$ cat config.mk
export PLATFORM = sky130hd
export DESIGN_NAME = branch_target_predictor
export DESIGN_NICKNAME = d
export VERILOG_FILES = /design/src/rtl/bp_pkg.sv /design/src/rtl/branch_target_predictor_sat_counter2.sv /design/src/rtl/branch_target_predictor.sv
export SDC_FILE = /design/constraint.sdc
export NUM_CORES = 1
export LEC_CHECK = 0
export BUFFER_PORTS_ARGS = -buffer_cell sky130_fd_sc_hd__buf_2
export CAP_MARGIN = 25
export CORE_ASPECT_RATIO = 1.4
export CORE_MARGIN = 4
export CORE_UTILIZATION = 49
export CTS_CLUSTER_SIZE = 12
export DETAILED_ROUTE_END_ITERATION = 7
export PLACE_DENSITY = 0.68
export SLEW_MARGIN = 20
export SYNTH_ARGS = -nofsm -noshare
export SYNTH_HDL_FRONTEND = slang
export SYNTH_HIERARCHICAL = 1
export SYNTH_SLANG_ARGS = --single-unit
$ cat constraint.sdc
create_clock -name clk -period 10.2 [get_ports clk]
set_input_delay 0.51 -clock clk [delete_from_list [all_inputs] [get_ports clk]]
set_output_delay 0.51 -clock clk [all_outputs]
set_load 0.005 [all_outputs]
$ cat src/rtl/bp_pkg.sv
// Shared definitions for the branch target predictor: direction-counter
// encoding, default address width and the default-configuration entry layout.
package bp_pkg;

  localparam int BP_ADDR_W  = 16;
  localparam int BP_ENTRIES = 16;
  localparam int BP_IDX_W   = $clog2(BP_ENTRIES);

  localparam logic [1:0] CTR_SNT = 2'd0;
  localparam logic [1:0] CTR_WNT = 2'd1;
  localparam logic [1:0] CTR_WT  = 2'd2;
  localparam logic [1:0] CTR_ST  = 2'd3;

  typedef struct packed {
    logic                          valid;
    logic [BP_ADDR_W-BP_IDX_W-1:0] tag;
    logic [BP_ADDR_W-1:0]          target;
    logic [1:0]                    ctr;
  } bp_entry_t;

endpackage

$ cat src/rtl/branch_target_predictor_sat_counter2.sv
// Next-state function of a 2-bit saturating direction counter.
module sat_counter2
  import bp_pkg::*;
(
  input  logic [1:0] ctr_i,
  input  logic       taken_i,
  output logic [1:0] ctr_o
);

  always_comb begin
    ctr_o = ctr_i;
    if (taken_i && (ctr_i != CTR_ST)) begin
      ctr_o = ctr_i + 2'd1;
    end else if (!taken_i && (ctr_i != CTR_SNT)) begin
      ctr_o = ctr_i - 2'd1;
    end
  end

endmodule

$ cat src/rtl/branch_target_predictor.sv
// Direct-mapped BTB with per-entry 2-bit direction counters; combinational
// lookup on registered state, training from the execute-stage update port.
module branch_target_predictor
  import bp_pkg::*;
#(
  parameter int ENTRIES = 16,
  parameter int ADDR_W  = BP_ADDR_W
)
(
  input  logic              clk,
  input  logic              reset,
  input  logic [ADDR_W-1:0] next_program_counter_if_to_bp,
  output logic [ADDR_W-1:0] target_bp,
  output logic              target_en_bp,
  input  logic              update_en_ex,
  input  logic [ADDR_W-1:0] update_pc_ex,
  input  logic              update_taken_ex,
  input  logic [ADDR_W-1:0] update_target_ex,
  output logic [15:0]       hit_count
);

  localparam int IDX_W = $clog2(ENTRIES);
  localparam int TAG_W = ADDR_W - IDX_W;

  logic [ENTRIES-1:0] valid_q;
  logic [1:0]         ctr_q    [ENTRIES];
  logic [TAG_W-1:0]   tag_q    [ENTRIES];
  logic [ADDR_W-1:0]  target_q [ENTRIES];
  logic [15:0]        hit_count_q, hit_count_d;

  logic [IDX_W-1:0] lk_idx;
  logic [TAG_W-1:0] lk_tag;
  logic             lk_hit;

  logic [IDX_W-1:0] up_idx;
  logic [TAG_W-1:0] up_tag;
  logic             up_hit;
  logic [1:0]       ctr_step;
  logic [1:0]       ctr_d;
  logic             ctr_we;
  logic             entry_we;

  assign lk_idx = next_program_counter_if_to_bp[IDX_W-1:0];
  assign lk_tag = next_program_counter_if_to_bp[ADDR_W-1:IDX_W];
  assign lk_hit = valid_q[lk_idx] && (tag_q[lk_idx] == lk_tag);

  assign target_en_bp = !reset && lk_hit && (ctr_q[lk_idx] >= CTR_WT);
  assign target_bp    = target_en_bp ? target_q[lk_idx] : '0;

  assign up_idx = update_pc_ex[IDX_W-1:0];
  assign up_tag = update_pc_ex[ADDR_W-1:IDX_W];
  assign up_hit = valid_q[up_idx] && (tag_q[up_idx] == up_tag);

  sat_counter2 u_sat_counter2 (
    .ctr_i   (ctr_q[up_idx]),
    .taken_i (update_taken_ex),
    .ctr_o   (ctr_step)
  );

  // A miss that resolves taken (re)allocates the entry as weakly taken;
  // a miss that resolves not-taken leaves the entry alone.
  assign ctr_d    = up_hit ? ctr_step : CTR_WT;
  assign ctr_we   = update_en_ex && (up_hit || update_taken_ex);
  assign entry_we = update_en_ex && update_taken_ex;

  assign hit_count_d = hit_count_q + {15'd0, target_en_bp};
  assign hit_count   = hit_count_q;

  always_ff @(posedge clk or posedge reset) begin
    if (reset) begin
      valid_q     <= '0;
      hit_count_q <= '0;
      for (int i = 0; i < ENTRIES; i++) begin
        ctr_q[i] <= CTR_SNT;
      end
    end else begin
      hit_count_q <= hit_count_d;
      if (ctr_we) begin
        ctr_q[up_idx] <= ctr_d;
      end
      if (entry_we) begin
        valid_q[up_idx] <= 1'b1;
      end
    end
  end

  // Tag/target need no reset: they are masked by valid until rewritten.
  always_ff @(posedge clk) begin
    if (!reset && entry_we) begin
      tag_q[up_idx]    <= up_tag;
      target_q[up_idx] <= update_target_ex;
    end
  end

endmodule

## After elaboration in Yosys (flattened, before gate mapping)

Memories as Yosys holds them, arrays and structs flattened.
Cells that the tools add are included.

- Add/subtract/negate cells: 3
- Order comparisons: 7
- Eq/ne operators: 3
- Multiplexer cells: 21
- Bitwise gates (word level): 3
- Reduce and logical (&&, ||, !) cells: 15

Operators with widths:

| operator | count |
|---|---|
| bitwise mux 32 bit | 1 |
| equality test 12 bit | 2 |
| adder 16 x 1 -> 16 bit | 1 |
| binary-select mux 2 bit (select 4 bit) | 2 |
| 2-to-1 mux 16 bit | 1 |
| 2-to-1 mux 2 bit | 8 |
| bitwise OR 16 bit | 1 |
| logical AND 1 bit | 11 |
| >= comparator 5 bit, second input constant | 2 |
| < comparator 4 x 5 -> 1 bit, second input constant | 2 |
| inverter 4 -> 5 bit | 2 |
| binary-select mux 1 bit (select 4 bit) | 2 |
| demux 2 bit (select 4 bit) | 1 |
| < comparator 5 x 1 -> 1 bit, second input constant | 1 |
| 2-to-1 mux 1 bit | 5 |
| demux 1 bit (select 4 bit) | 1 |
| >= comparator 4 x 1 -> 1 bit, second input constant | 1 |
| adder 2 x 1 -> 2 bit, second input constant | 1 |
| >= comparator 2 bit, second input constant | 1 |
| zero test 1 bit | 2 |
| inequality test 2 bit, second input constant | 1 |
| nonzero test 2 bit | 1 |
| subtractor 2 x 1 -> 2 bit, second input constant | 1 |
| logical OR 1 bit | 1 |

- Bits in registers: 64
- Memory bits (writable): 448
- Input bits: 52
- Output and inout port bits: 33
- Word-level logic and storage cells: 72
- Memories: 2

Memories:

| memory | words | bits a word | read ports | clocked after Yosys merged registers in | write ports | RTL line | source |
|---|---|---|---|---|---|---|---|
| target_q | 16 | 16 | 1 | 0 | 1 | branch_target_predictor.sv:28 | `logic [ADDR_W-1:0] target_q [ENTRIES];` |
| tag_q | 16 | 12 | 2 | 0 | 1 | branch_target_predictor.sv:27 | `logic [TAG_W-1:0] tag_q [ENTRIES];` |

## Depth between registers and ports, before layout

- Depth in word-level cells: 10
- Depth in mapped cells: 17
- Depth with buffers taken out: 14

## Cells and area by module

The synthesis kept the hierarchy.

By module, submodules not included:

| module | times used | cells each | area an instance (sq um) | seq. area each (sq um) |
|---|---|---|---|---|
| branch_target_predictor | 1 | 1137 | 22449.0 | 15054.4 |
| sat_counter2 | 1 | 7 | 60.1 | 0.0 |

## Worst setup path before layout

No wires, ideal clock.

- Kind: input port to flip-flop
- Start point: in next_program_counter_if_to_bp[0]
- End point: reg hit_count_q[12] (netlist: hit_count[12])
- Library setup time: 79 ps
- Data arrival time: 4089 ps
- Required time: 10121 ps
- Path slack: 6031 ps
- Cell stages on the path: 16
- Path buffers: 3
- Cell sequence: buf_2 > buf_2 > mux4_2 > mux4_2 > xnor2_1 > nand4_1 > nor4_1 > nand3_1 > clkbuf_1 > inv_1 > ha_1 > ha_1 > nand2_1 > or2_2 > nor2_1 > xor2_1

- Word-level cells in the longest chain between the ends: 7
- Elaborated cells between the ends (all ways): 13
- Classes of those cells: 1 x add/sub; 1 x order compare; 1 x eq/ne; 5 x mux; 1 x bitwise; 3 x reduce/logical; 1 x memory

Ends and longest elaborated chain:

| item | RTL line | source |
|---|---|---|
| start: declaration | branch_target_predictor.sv:12 | `input logic [ADDR_W-1:0] next_program_counter_if_to_bp,` |
| inverter 4 -> 5 bit (implied by the code) | branch_target_predictor.sv:47 | `assign target_en_bp = !reset && lk_hit && (ctr_q[lk_idx] >= CTR_WT);` |
| binary-select mux 2 bit (select 4 bit) | branch_target_predictor.sv:47 |  |
| 2-to-1 mux 2 bit (implied by the code) (2 in series) | branch_target_predictor.sv:47 |  |
| >= comparator 2 bit | branch_target_predictor.sv:47 |  |
| logical AND 1 bit (*) | branch_target_predictor.sv:47 |  |
| net target_en_bp | branch_target_predictor.sv:14 | `output logic target_en_bp,` |
| adder 16 x 1 -> 16 bit (*) | branch_target_predictor.sv:66 | `assign hit_count_d = hit_count_q + {15'd0, target_en_bp};` |
| net hit_count_d[12] | branch_target_predictor.sv:29 | `logic [15:0] hit_count_q, hit_count_d;` |
| end signal: assignment | branch_target_predictor.sv:77 | `hit_count_q <= hit_count_d;` |
| end: declaration | branch_target_predictor.sv:29 |  |

The timed path passes the listed nets; every way through them passes the cells marked *. The select of a mux whose other input is x is not followed.
A chain may end at the register's enable or synchronous reset.

## Worst setup path in the final report

- Start point: in next_program_counter_if_to_bp[0]
- End point: out target_bp[4]

- Word-level cells in the longest chain between the ends: 7
- Elaborated cells between the ends (all ways): 14
- Classes of those cells: 1 x order compare; 1 x eq/ne; 6 x mux; 1 x bitwise; 3 x reduce/logical; 2 x memory

Ends and longest elaborated chain:

| item | RTL line | source |
|---|---|---|
| inverter 4 -> 5 bit (implied by the code) | branch_target_predictor.sv:47 |  |
| binary-select mux 2 bit (select 4 bit) | branch_target_predictor.sv:47 |  |
| 2-to-1 mux 2 bit (implied by the code) (2 in series) | branch_target_predictor.sv:47 |  |
| >= comparator 2 bit | branch_target_predictor.sv:47 |  |
| logical AND 1 bit | branch_target_predictor.sv:47 |  |
| 2-to-1 mux 16 bit (*) | branch_target_predictor.sv:48 | `assign target_bp = target_en_bp ? target_q[lk_idx] : '0;` |
| end: declaration | branch_target_predictor.sv:13 | `output logic [ADDR_W-1:0] target_bp,` |

Every way passes the cells marked *; elsewhere a longest branch is shown, timed or not. The select of a mux whose other input is x is not followed.

==> flow_summary.json <==
{
  "outcome": "finished, final reports clean",
  "die_area_um2": 49500,
  "rows": 92,
  "hold_slack_ns": 0.213,
  "netlist_instances": 1144,
  "cp-start-kind": "input pin",
  "ant_nets": 0,
  "grtUsageTotal_pct": 22.0,
  "ys_ff_latch": 512,
  "cts-root-buf": "clkbuf_16",
  "wl_um": 54000,
  "drv_cap": 0,
  "final_core_util_pct": 55.7,
  "hold_class": "input pin to asynchronous set/reset pin",
  "dpl.hpwl_um": 30400,
  "cts_tree": "yes",
  "fp.coreArea_um2": 45200,
  "power.leakage_nw": 8.45,
  "relSlewSlack_pct": 40.4,
  "syn_area_um2": 22500,
  "path_clk_slew_ns": 0.06,
  "grt_max_degree": 70,
  "crit_type": "input pin to primary output",
  "synthArstFlopShare_pct": 12.5,
  "syn-num-nets": 1200,
  "synth-xor-area-share_pct": 1.52,
  "drtPass1Iterations": 5,
  "io_pins": 85,
  "numPortBuffers": 84,
  "fp.dieH_um": 262,
  "synth_mux_area_share_pct": 22.8,
  "antenna_found_initial": 3,
  "cts-resized-gates": 0,
  "cts_max_level": 2,
  "finalSetupTns_ns": 0,
  "critPathCaptureType": "primary output",
  "fin_cells": 1883,
  "drc_errors": 0,
  "drtIter0Drc": 1061,
  "ys_seq_area_share_pct": 66.9,
  "power_density_nw_per_um2": 174,
  "cp.required_ns": 9.69,
  "finalCritPeriodShare_pct": 48.0,
  "cts_setup_buffers": 0,
  "synth_cell_type_count": 61,
  "peakVddDrop_uv": 152,
  "num-fill-cells": 3407,
  "synthAdderAreaFrac_pct": 0.222,
  "fin_nets": 1300,
  "cts_hold_buf": 0,
  "vias_per_cell": 6.21,
  "period_minus_slack_ns": 4.89,
  "area_growth_pct": 11.9,
  "dpl.cell_count": 1799,
  "synth_top_family_by_area": "multiplexers",
  "hold_viol": 0,
  "clk_latency_ns": 0.58,
  "fmax_mhz": 204,
  "multiInputGateArea_um2": 7120,
  "setup_viol": 0,
  "avgSynthCellArea_um2": 19.7,
  "synth-edff-count": 448,
  "drt-wirelength-per-cell_um": 28.7,
  "layout-drive-gt1-share_pct": 35.1,
  "skew_ns": 0.0117,
  "cp.arrival_ns": 4.38,
  "synthSimpleGateAreaFrac_pct": 4.13,
  "yosys_warnings": 6,
  "synth_compound_area_share_pct": 2.46,
  "cts_buffers": 51,
  "crit_fanout": 66,
  "die_w_um": 189,
  "vias": 11688,
  "regArea_um2": 15100,
  "grt_setup_unrepaired": "false",
  "grt_pass1_wl_um": 80500,
  "overflow": 0,
  "cts_sinks": 512,
  "clock_path_buffers": 3,
  "start_util_pct": 49.8,
  "yosys_most_used_dff": "edfxtp_1",
  "slew_viol_final": 0,
  "grt_pass1_vias": 12222,
  "tightest_slew_ns": 0.893,
  "place.gp.congestion": 0.821
}
## where the power goes
part	total (mW)	internal [mW]	switching, mW
combinational	0.333	0.158	0.175
sequential	2.35	2.32	0.0268
clock	1.70	0.946	0.756
## cells in the mapped netlist (all sizes together), types with 16 or more instances
cell type	number	area share, %
edfxtp	448	60
mux4	194	19
xnor2	25	0.97
mux2	39	2.0
buf	48	1.5
dfrtp	64	7.1
mux2i	31	1.4
nor2b	22	0.61
and4	16	0.62
or2	19	0.53
nor2	47	0.78
clkbuf	21	0.35
nand2	33	0.55
a21oi	18	0.57
## final timing paths
kind / start / endpoint / slack, ns / depth (start not counted)
setup / recovery: next_program_counter_if_to_bp[0] / target_bp[4] / 5.31 / 11
hold / removal: reset / valid_q[13]$_DFFE_PP0P_ / 0.21 / 3
setup reg to reg: tag_q[7][1]$_DFFE_PP_ / hit_count[14]$_DFF_PP0_ / 6.42 / 13
hold reg to reg: valid_q[11]$_DFFE_PP0P_ / valid_q[11]$_DFFE_PP0P_ / 0.49 / 1
max in group asynchronous: reset / hit_count[12]$_DFF_PP0_ / 9.46 / 3
min in group clk: update_target_ex[8] / target_q[5][8]$_DFFE_PP_ / 0.30 / 1
## routing by layer
| layer | share of wire, % | global-route usage, % | vias to the layer above |
|---|---|---|---|
| met2 | 51 | 37.4 | 413 |
| met5 | 0 | 0 | - |
| met3 | 5.5 | 3.07 | 109 |
| li1 | - | - | 4939 |
| met4 | 3.7 | 7.80 | 0 |
| met1 | 40 | 29.6 | 6227 |
## layout make-up
cell class	instances	share of cell area [%]
diodes	2	0.0199
clock buffers	67	5.34
clock inverters	12	0.487
inverters	12	0.179
multi-input cells	551	28.3
flip-flops and latches	512	59.8
well taps	611	3.03
repair buffers	116	2.91
## metrics by stage
stage          total power, mW  instance area (um^2)  setup WS [ns]
2_1_floorplan             2.61                 22500           6.03
3_3_place_gp              2.71                 23600           4.21
3_5_place_dp              2.72                 23600           4.59
4_1_cts                   4.42                 25100           4.90
5_1_grt                   4.53                 25200           4.97
6_report                  4.38                 25200           5.31
## state kept, by name (all words and copies together) (netlist names)
register / count
ctr_q: 32
hit_count: 16
tag_q: 192
target_q: 256
valid_q: 16
## layout by cell type (no fill, tap or decap), types with 27 or more instances in the layout
master / count
nor2_1: 31
clkbuf_16: 51
edfxtp_1: 448
nand2_1: 33
mux2_2: 27
mux4_2: 191
buf_2: 80
mux2i_1: 31
buf_4: 31
dfrtp_1: 64
## kinds of logic (layout without fill, tap and decap cells)
family | after synthesis | after routing
XOR/XNOR | 39 | 39
AND/OR/NAND/NOR | 173 | 173
AO/OA/AOI/OAI | 71 | 71
buffers and inverters | 81 | 207
adder cells (fa/ha/maj) | 4 | 4
flip-flops | 512 | 512
multiplexers | 264 | 264
other | 0 | 2
## critical path, stage by stage
cell	delay, ns
clkbuf_8	0.60
buf_4	0.47
buf_16	0.31
mux4_2	0.54
mux4_2	0.48
xor2_1	0.19
nor4_1	0.41
nand3_1	0.19
buf_4	0.28
nor2b_1	0.16
buf_2	0.13
(Power assumes the default switching activity.)
